File: src/rtl/slice_stream_fifo.sv
// rtl/slice_stream_fifo.sv - 64-bit slicer-to-stream FIFO with registered output and optional stats (SLICE_FIFO_STATS_EN)
// Occupancy counts every stored beat, including the one currently presented on o_data.
module slice_stream_fifo #(
  parameter int DEPTH        = 16,
  parameter int AFULL_THRESH = 12
) (
  input  logic        i_user_clk,
  input  logic        i_rst,
  input  logic        i_data_valid,
  input  logic [63:0] i_data,
  output logic        o_ack,
  output logic        o_data_valid,
  output logic [63:0] o_data,
  input  logic        i_ack,
  input  logic [19:0] i_user_addr,
  input  logic        i_user_wr_req,
  input  logic        i_user_rd_req,
  output logic [31:0] o_user_data,
  output logic        o_user_rd_ack
);

  localparam int PTR_W = $clog2(DEPTH);
  localparam int CNT_W = PTR_W + 1;

  logic [63:0]      mem_q [DEPTH];
  logic [PTR_W-1:0] wr_ptr_q, wr_ptr_d;
  logic [PTR_W-1:0] rd_ptr_q, rd_ptr_d;
  logic [CNT_W-1:0] count_q, count_d;
  logic             valid_q, valid_d;
  logic [63:0]      data_q, data_d;
  logic             rd_ack_q, rd_ack_d;
  logic             full, pop, wr, overflow;

  always_comb begin
    full     = (count_q == CNT_W'(DEPTH));
    pop      = valid_q & i_ack;
    wr       = i_data_valid & (~full | pop);
    overflow = i_data_valid & full & ~pop;

    wr_ptr_d = wr ? wr_ptr_q + PTR_W'(1) : wr_ptr_q;
    rd_ptr_d = pop ? rd_ptr_q + PTR_W'(1) : rd_ptr_q;

    count_d = count_q;
    if (wr && !pop) begin
      count_d = count_q + CNT_W'(1);
    end else if (pop && !wr) begin
      count_d = count_q - CNT_W'(1);
    end

    valid_d = (count_d != '0);
    rd_ack_d = i_user_rd_req;

    // The incoming beat becomes the new head when nothing older remains after this pop.
    data_d = data_q;
    if (count_d != '0) begin
      if (wr && ((count_q == '0) || ((count_q == CNT_W'(1)) && pop))) begin
        data_d = i_data;
      end else begin
        data_d = mem_q[rd_ptr_d];
      end
    end
  end

  always_ff @(posedge i_user_clk) begin
    if (wr) begin
      mem_q[wr_ptr_q] <= i_data;
    end
  end

  always_ff @(posedge i_user_clk) begin
    if (i_rst) begin
      wr_ptr_q <= '0;
      rd_ptr_q <= '0;
      count_q  <= '0;
      valid_q  <= 1'b0;
      data_q   <= '0;
      rd_ack_q <= 1'b0;
    end else begin
      wr_ptr_q <= wr_ptr_d;
      rd_ptr_q <= rd_ptr_d;
      count_q  <= count_d;
      valid_q  <= valid_d;
      data_q   <= data_d;
      rd_ack_q <= rd_ack_d;
    end
  end

  assign o_ack         = (count_q < CNT_W'(AFULL_THRESH));
  assign o_data_valid  = valid_q;
  assign o_data        = data_q;
  assign o_user_rd_ack = rd_ack_q;

`ifdef SLICE_FIFO_STATS_EN
  logic [31:0] ovf_cnt_q, ovf_cnt_d;
  logic [31:0] beat_cnt_q, beat_cnt_d;
  logic [31:0] user_data_q, user_data_d;
  logic        clr_ovf, clr_beat;

  always_comb begin
    clr_ovf  = i_user_wr_req & (i_user_addr == 20'h00014);
    clr_beat = i_user_wr_req & (i_user_addr == 20'h00018);

    ovf_cnt_d = ovf_cnt_q;
    if (clr_ovf) begin
      ovf_cnt_d = '0;
    end else if (overflow && (ovf_cnt_q != 32'hFFFF_FFFF)) begin
      ovf_cnt_d = ovf_cnt_q + 32'd1;
    end

    beat_cnt_d = beat_cnt_q;
    if (clr_beat) begin
      beat_cnt_d = '0;
    end else if (pop) begin
      beat_cnt_d = beat_cnt_q + 32'd1;
    end

    user_data_d = user_data_q;
    if (i_user_rd_req) begin
      case (i_user_addr)
        20'h00010: user_data_d = 32'(count_q);
        20'h00014: user_data_d = ovf_cnt_q;
        20'h00018: user_data_d = beat_cnt_q;
        default:   user_data_d = '0;
      endcase
    end
  end

  always_ff @(posedge i_user_clk) begin
    if (i_rst) begin
      ovf_cnt_q   <= '0;
      beat_cnt_q  <= '0;
      user_data_q <= '0;
    end else begin
      ovf_cnt_q   <= ovf_cnt_d;
      beat_cnt_q  <= beat_cnt_d;
      user_data_q <= user_data_d;
    end
  end

  assign o_user_data = user_data_q;
`else
  logic unused_stats;
  assign unused_stats = ^{i_user_addr, i_user_wr_req, overflow};
  assign o_user_data  = '0;
`endif

endmodule

File: config.mk
export PLATFORM = sky130hd
export DESIGN_NAME = slice_stream_fifo
export DESIGN_NICKNAME = d
export VERILOG_FILES = /design/src/rtl/slice_stream_fifo.sv
export SDC_FILE = /design/constraint.sdc
export NUM_CORES = 1
export LEC_CHECK = 0
export ABC_CLOCK_PERIOD_IN_PS = 6900
export CORE_MARGIN = 2
export CORE_UTILIZATION = 40
export CTS_CLUSTER_DIAMETER = 40
export CTS_CLUSTER_SIZE = 12
export DETAILED_ROUTE_END_ITERATION = 8
export REMOVE_ABC_BUFFERS = 1
export SLEW_MARGIN = 25
export SYNTH_ARGS = -nofsm -noshare
export SYNTH_HDL_FRONTEND = slang
export SYNTH_SLANG_ARGS = --single-unit
File: constraint.sdc
create_clock -name i_user_clk -period 6.9 [get_ports i_user_clk]
set_input_delay 0.69 -clock i_user_clk [delete_from_list [all_inputs] [get_ports i_user_clk]]
set_output_delay 0.69 -clock i_user_clk [all_outputs]
set_load 0.01 [all_outputs]
==> flow_summary.json, run 1 <==
{
  "slew_headroom_pct": 26.4,
  "hp-class": "flip-flop to flip-flop",
  "ys.warnings.count": 0,
  "hold_depth": 1,
  "r2r_setup_slack_ps": 2920,
  "crit_fanout": 169,
  "finalClockSkew_ps": 23.2,
  "clock-sinks": 1103,
  "cap_violations": 0,
  "p_leak_uw": 0.0174,
  "clock_latency_ps": 740,
  "synth_ff_type": "edfxtp_1",
  "cts_hold_repair.buffers": 0,
  "status": "finished clean",
  "hold_viol_final": 0,
  "synth_area_sq_um": 43700,
  "synth_top_family_by_area": "compound AO/OA/AOI/OAI gates",
  "internal_power_uw": 13300,
  "initial_core_util_pct": 40.3,
  "synth_edf_count": 1024,
  "comb_power_share_pct": 18.2,
  "cts_inserted_buffers": 141,
  "wl_per_cell_microns": 25.5,
  "muxShareOfSynthArea_pct": 4.44,
  "cp_top_family": "buffers and inverters",
  "grtUsageMet1_pct": 26.6,
  "dpl.hpwl_microns": 57600,
  "cts_setup_buffers": 0,
  "powerDensity_nw_per_um2": 360,
  "syn_inst": 2862,
  "grt_max_degree": 170,
  "path_class": "input port to flip-flop",
  "pin_count": 189,
  "std_cell_rows": 121,
  "grt_pass1_wl_microns": 168000,
  "switching_share_pct": 27.6,
  "ctsResizeCount": 0,
  "synth_top_area_share_pct": 70.4,
  "die_y_microns": 335,
  "pwr-share-clk_pct": 39.4,
  "finalNonFillerCells": 4512,
  "firstDrtPassIters": 6,
  "place_inst": 4251,
  "grt_use_met2_pct": 33.6,
  "slowest_stage": "buf_12",
  "syn2layout_area_growth_pct": 17.2,
  "post-route-period-util_pct": 58.8,
  "syn-mean-instance-area_sq_um": 15.3,
  "r2r-start": "o_data_valid",
  "cp-start-kind": "input port",
  "coreArea_sq_um": 109000,
  "synth-simple-area-share_pct": 5.37,
  "clock_tree.buffer_depth": 3,
  "arrival_ps": 4630,
  "critical_path.max_stage_delay_ps": 750,
  "layout-drive-gt1-share_pct": 12.1,
  "drc": 0,
  "yosys.area.top_type": "edfxtp_1",
  "slew_violations": 0,
  "die_x_microns": 335,
  "ys_types": 61,
  "track_usage_pct": 20.3,
  "tightest_slew_ps": 1100,
  "finalCriticalPeriod_ps": 4060,
  "holdPathEnd": "o_data[7]",
  "max_freq_mhz": 246,
  "portBuffers": 135,
  "synth_fa_ha_area_share_pct": 0.258,
  "synth_compound_area_share_pct": 12.7,
  "ys_ff_latch": 1103,
  "busiest_layer": "met2",
  "synth-xor-area-share_pct": 0.140,
  "min-delay-start": "o_data[7]",
  "crit_chain": "clkdlybuf4s50_1, a21bo_2, buf_4, and2_4, buf_12, mux2i_1, a221oi_1, o41ai_1, a211oi_1",
  "utilization_pct": 47.2,
  "max-vdd-ir-drop_v": 0.000231,
  "cts_tree": "built",
  "htreeDepth": 4,
  "async_flop_share_pct": 0,
  "r2r_end": "o_data[25]",
  "drt-total-wl_microns": 115000,
  "switchingPower_uw": 5090,
  "place.gp.congestion": 0.741,
  "postRouteAntennaNets": 0,
  "worst-path-buf-inv": 3,
  "synth_seq_area_share_pct": 74.0,
  "grt_pass1_vias": 26100,
  "antenna_found_initial": 12,
  "met3_usage_pct": 4.27,
  "worstPathRequired_ps": 7470,
  "synth_area_leaders": "edfxtp_1 (70%), mux2i_1 (4.4%), dfxtp_1 (3.6%), a221oi_1 (3.2%), nand2_1 (2.9%)",
  "drtIter0Drc": 2557,
  "r2r.worst_path.cells": 8,
  "cts-root-buf": "clkbuf_16",
  "final.fill_count": 9048,
  "setup_tns_ps": 0,
  "cts.clk_slew.worst_paths_ps": 50,
  "setup_viol": 0,
  "pwr-share-seq_pct": 42.4,
  "grt-ovfl-total": 0,
  "fp.dieArea_sq_um": 112000,
  "end_kind": "flip-flop",
  "final_nets": 3079,
  "viasPerCell": 5.81,
  "rsz0062_at_grt": "no",
  "dr_total_vias": 26200
}
[metal layers]
| metal | vias to the layer above | part of all wire, % |
|---|---|---|
| li1 | 11600 | - |
| met1 | 13300 | 41 |
| met2 | 1104 | 49 |
| met3 | 217 | 7.9 |
| met4 | 16 | 2.5 |
| met5 | - | 0.084 |
[registers in the layout, summed over array words and instances (netlist names)]
register / flops
mem_q: 1024
o_data: 64
count_q: 5
rd_ptr_q: 4
wr_ptr_q: 4
o_data_valid: 1
o_user_rd_ack: 1
[final cells by class]
class	count	area, sq um	area share (%)
antenna	2	5.00	0.00977
clock buffer	176	3760	7.34
clock inverter	83	952	1.86
inverter	6	22.5	0.0440
multi-input combinational	1528	10400	20.3
sequential	1103	32300	63.1
tap	1414	1770	3.45
timing repair buffer	200	1990	3.89
[Yosys cell counts (7+ instances only)]
master	count
a211oi_1	96
a21boi_0	18
a21o_1	23
a21oi_1	206
a221oi_1	162
a221oi_2	10
a31o_1	11
a31o_2	33
a32o_1	40
a32oi_1	44
and3_1	64
buf_1	13
buf_2	51
buf_4	45
buf_6	18
clkbuf_1	126
dfxtp_1	79
edfxtp_1	1024
ha_1	9
mux2i_1	194
nand2_1	338
nand3_1	7
nor2_1	119
nor3_1	8
o31ai_1	9
o32ai_1	18
o41ai_1	33
[how the worst max path moves through the flow]
stage / from / to / slack (ps) / cells after the start
after global placement: i_ack / o_data[25] / 2170 / 9
after detailed placement: i_ack / o_data[25] / 2060 / 9
after global routing: i_ack / o_data[51] / 2590 / 9
after floorplan: i_ack / o_data[10] / -6980 / 6
after CTS: i_ack / o_data[25] / 2860 / 9
final: i_ack / o_data[25] / 2840 / 9
[power groups by stage]
| stage | Combinational, uW | Sequential (uW) | Clock (uW) |
|---|---|---|---|
| 5_1_grt | 3630 | 7840 | 7650 |
| 3_3_place_gp | 3280 | 7940 | 0 |
| 2_1_floorplan | 2510 | 7970 | 0 |
| 6_report | 3360 | 7810 | 7260 |
| 4_1_cts | 3380 | 7820 | 7380 |
| 3_5_place_dp | 3360 | 7950 | 0 |
[through the flow]
step	setup WS [ps]	total power (uW)	instance area [sq um]	hold WS (ps)
finish	2840	18400	51200	484
global placement	2170	11200	46400	464
detailed placement	2060	11300	46500	474
floorplan	-6980	10500	42500	511
global route	2590	19100	51200	503
CTS	2860	18600	51200	485
[kinds of logic (layout without fill, tap and decap cells)]
kind of cell             after synthesis  in the layout
AO/OA/AOI/OAI                        730            730
multiplexers                         194            194
buffers and inverters                262            465
AND/OR/NAND/NOR                      556            556
XOR/XNOR                               7              7
adder cells (fa/ha/maj)                9              9
flip-flops                          1103           1103
other                                  1             34
[placed cells by master, fill, tap and decap left out, types with 6 or more instances in the layout]
cell type	netlist	final
clkinvlp_4	0	14
clkinv_4	0	6
buf_12	0	10
conb_1	1	32
nor2_4	0	17
edfxtp_1	1024	1024
a21o_1	23	23
ha_1	9	9
and3_1	64	63
o31ai_1	9	9
o32ai_1	18	18
bufinv_16	0	14
o41ai_1	33	33
a221oi_2	10	10
nor3_2	4	6
a31o_1	11	11
clkbuf_16	0	142
a21boi_0	18	18
clkinv_1	0	13
inv_6	0	14
clkinv_2	0	14
buf_4	45	53
nand2_1	338	336
a31o_2	33	33
clkbuf_1	126	26
a32o_1	40	40
a211oi_1	96	96
nor2_1	119	102
a221oi_1	162	162
mux2i_1	194	194
a32oi_1	44	44
a21oi_1	206	206
clkdlybuf4s50_1	0	134
dfxtp_1	79	79
clkbuf_8	0	8
Note: power is estimated with default switching activity, not from simulation.
==> inputs of run 2 (changes only) <==
--- a/config.mk
+++ b/config.mk
@@ -5,7 +5,7 @@
 export SDC_FILE = /design/constraint.sdc
 export NUM_CORES = 1
 export LEC_CHECK = 0
-export ABC_CLOCK_PERIOD_IN_PS = 6900
+export ABC_CLOCK_PERIOD_IN_PS = 3840
 export CORE_MARGIN = 2
 export CORE_UTILIZATION = 40
 export CTS_CLUSTER_DIAMETER = 40
==> constraint.sdc (replaced) <==
create_clock -name i_user_clk -period 3.84 [get_ports i_user_clk]
set_input_delay 0.384 -clock i_user_clk [delete_from_list [all_inputs] [get_ports i_user_clk]]
set_output_delay 0.384 -clock i_user_clk [all_outputs]
set_load 0.01 [all_outputs]
==> run 2 against run 1 <==
  * Clock skew rose by 23 ps
  * Hold slack got worse by 300 ps
  * Clock-buffer cell count rose by 2
  * Sequential share of layout area fell by 0.95 points
  * First-iteration DRC count fell by 2.1%
==> flow_summary.json, run 2 (synthesis gave the netlist of run 1 again) <==
{
  "grt_pass1_vias": 26400,
  "clock_latency_ps": 760,
  "cp_top_family": "compound AO/OA/AOI/OAI gates",
  "firstDrtPassIters": 5,
  "portBuffers": 135,
  "post-route-period-util_pct": 80.4,
  "slowest_stage": "dfxtp_1",
  "cp-start-kind": "flip-flop",
  "pwr-share-seq_pct": 42.0,
  "cts_inserted_buffers": 140,
  "dr_total_vias": 26300,
  "r2r_setup_slack_ps": 750,
  "min-delay-start": "i_user_rd_req",
  "cts_setup_buffers": 0,
  "slew_headroom_pct": 28.7,
  "holdPathEnd": "o_user_rd_ack",
  "rsz0062_at_grt": "no",
  "setup_viol": 0,
  "r2r.worst_path.cells": 9,
  "setup_slack_ps": 752,
  "switchingPower_uw": 9440,
  "cap_violations": 0,
  "cts_hold_repair.buffers": 0,
  "hold_viol_final": 0,
  "crit_chain": "inv_1, ha_1, nand4bb_1, a41oi_1, a21boi_1, o2111a_4, buf_4, a221oi_1, a32o_1",
  "utilization_pct": 47.9,
  "largest_reg_flops": 1024,
  "pwr-share-clk_pct": 39.3,
  "pin_count": 189,
  "crit_fanout": 13,
  "final_cell_mix": "edfxtp_1 (1024), nand2_1 (336), a21oi_1 (206)",
  "cts.clk_slew.worst_paths_ps": 50,
  "htreeDepth": 4,
  "arrival_ps": 3740,
  "antenna_found_initial": 9,
  "fp.dieArea_sq_um": 112000,
  "viasPerCell": 5.79,
  "hold_depth": 2,
  "r2r-start": "count_q[0]",
  "drt-total-wl_microns": 114000,
  "switching_share_pct": 28.3,
  "max-vdd-ir-drop_v": 0.000397,
  "setup_tns_ps": 0,
  "end_kind": "flip-flop",
  "finalNonFillerCells": 4547,
  "clock-sinks": 1103,
  "ctsResizeCount": 0,
  "die_x_microns": 335,
  "place_inst": 4285,
  "grt_max_degree": 99,
  "path_class": "flip-flop to flip-flop",
  "cts-root-buf": "clkbuf_16",
  "tightest_slew_ps": 1070,
  "place.gp.congestion": 0.781,
  "final_nets": 3113,
  "grt-ovfl-total": 0,
  "status": "finished clean",
  "initial_core_util_pct": 40.3,
  "critical_path.max_stage_delay_ps": 500,
  "finalClockSkew_ps": 46.0,
  "grt_pass1_wl_microns": 168000,
  "largest-register": "mem_q",
  "internal_power_uw": 23900,
  "max_freq_mhz": 324,
  "comb_power_share_pct": 18.7,
  "std_cell_rows": 121,
  "layout_commonest_cell": "edfxtp_1",
  "coreArea_sq_um": 109000,
  "drtIter0Drc": 2504,
  "finalCriticalPeriod_ps": 3090,
  "r2r_end": "o_data[38]",
  "die_y_microns": 335,
  "worstPathRequired_ps": 4500,
  "worst-path-buf-inv": 2,
  "p_leak_uw": 0.0177,
  "track_usage_pct": 20.1,
  "syn2layout_area_growth_pct": 19.0,
  "dpl.hpwl_microns": 59500,
  "drc": 0,
  "powerDensity_nw_per_um2": 642,
  "dp_slack_ps": 181,
  "layout-drive-gt1-share_pct": 13.0,
  "postRouteAntennaNets": 0,
  "wl_per_cell_microns": 25.0,
  "cts_tree": "built",
  "slew_violations": 0,
  "clock_tree.buffer_depth": 3,
  "hp-class": "input port to flip-flop"
}
==> run 2: cell count changes in the layout (fill, tap and decap cells not counted), sizes merged <==
| cell | delta |
|---|---|
| bufinv | -3 |
| clkinvlp | +1 |
| buf | +35 |
| clkbuf | +2 |
==> run 2: routing by layer <==
layer,track usage [%],up-vias,part of all wire [%]
met2,33.2,998,49
met5,0,-,0.081
met1,26.6,13400,42
li1,-,11600,-
met4,6.79,14,2.3
met3,3.96,218,6.9
==> run 2: power by group through the flow <==
stage          sequential [uW]  clock [uW]  combinational [uW]
2_1_floorplan            14300           0                3610
3_3_place_gp             14300           0                6100
3_5_place_dp             14300           0                6230
4_1_cts                  14000       13300                6270
5_1_grt                  14100       13800                6730
6_report                 14000       13100                6240
==> run 2: area by class of cell <==
type                       instances  area [sq um]
fill                            8999         56500
antenna                            2          5.00
clock buffer                     178          3700
tap                             1414          1770
sequential                      1103         32300
inverter                           6          22.5
multi-input combinational       1528         10400
timing repair buffer             235          2750
clock inverter                    81          1080
==> run 2: worst max path at each step <==
stage	start	end	slack [ps]	depth (start not counted)
2_1_floorplan	o_data_valid	o_data[10]	-9880	6
3_3_place_gp	i_ack	o_data[13]	230	8
3_5_place_dp	i_ack	o_data[48]	180	8
4_1_cts	count_q[0]	o_data[28]	770	9
5_1_grt	count_q[0]	o_data[14]	600	9
6_report	count_q[0]	o_data[38]	750	9
==> run 2: worst register-to-register path, cell delays in order, from the launching register on <==
cell and delay [ps]:
dfxtp_1 500, inv_1 150, ha_1 290, nand4bb_1 210, a41oi_1 280, a21boi_1 380
o2111a_4 480, buf_4 300, a221oi_1 130, a32o_1 280
==> run 2: through the flow <==
step | hold WS [ps] | total power [uW] | area (sq um)
final | 181 | 33400 | 52000
after global placement | 470 | 20400 | 47200
after detailed placement | 467 | 20500 | 47200
after CTS | 149 | 33600 | 52000
after floorplan | 453 | 17900 | 42500
after global routing | 170 | 34600 | 52000
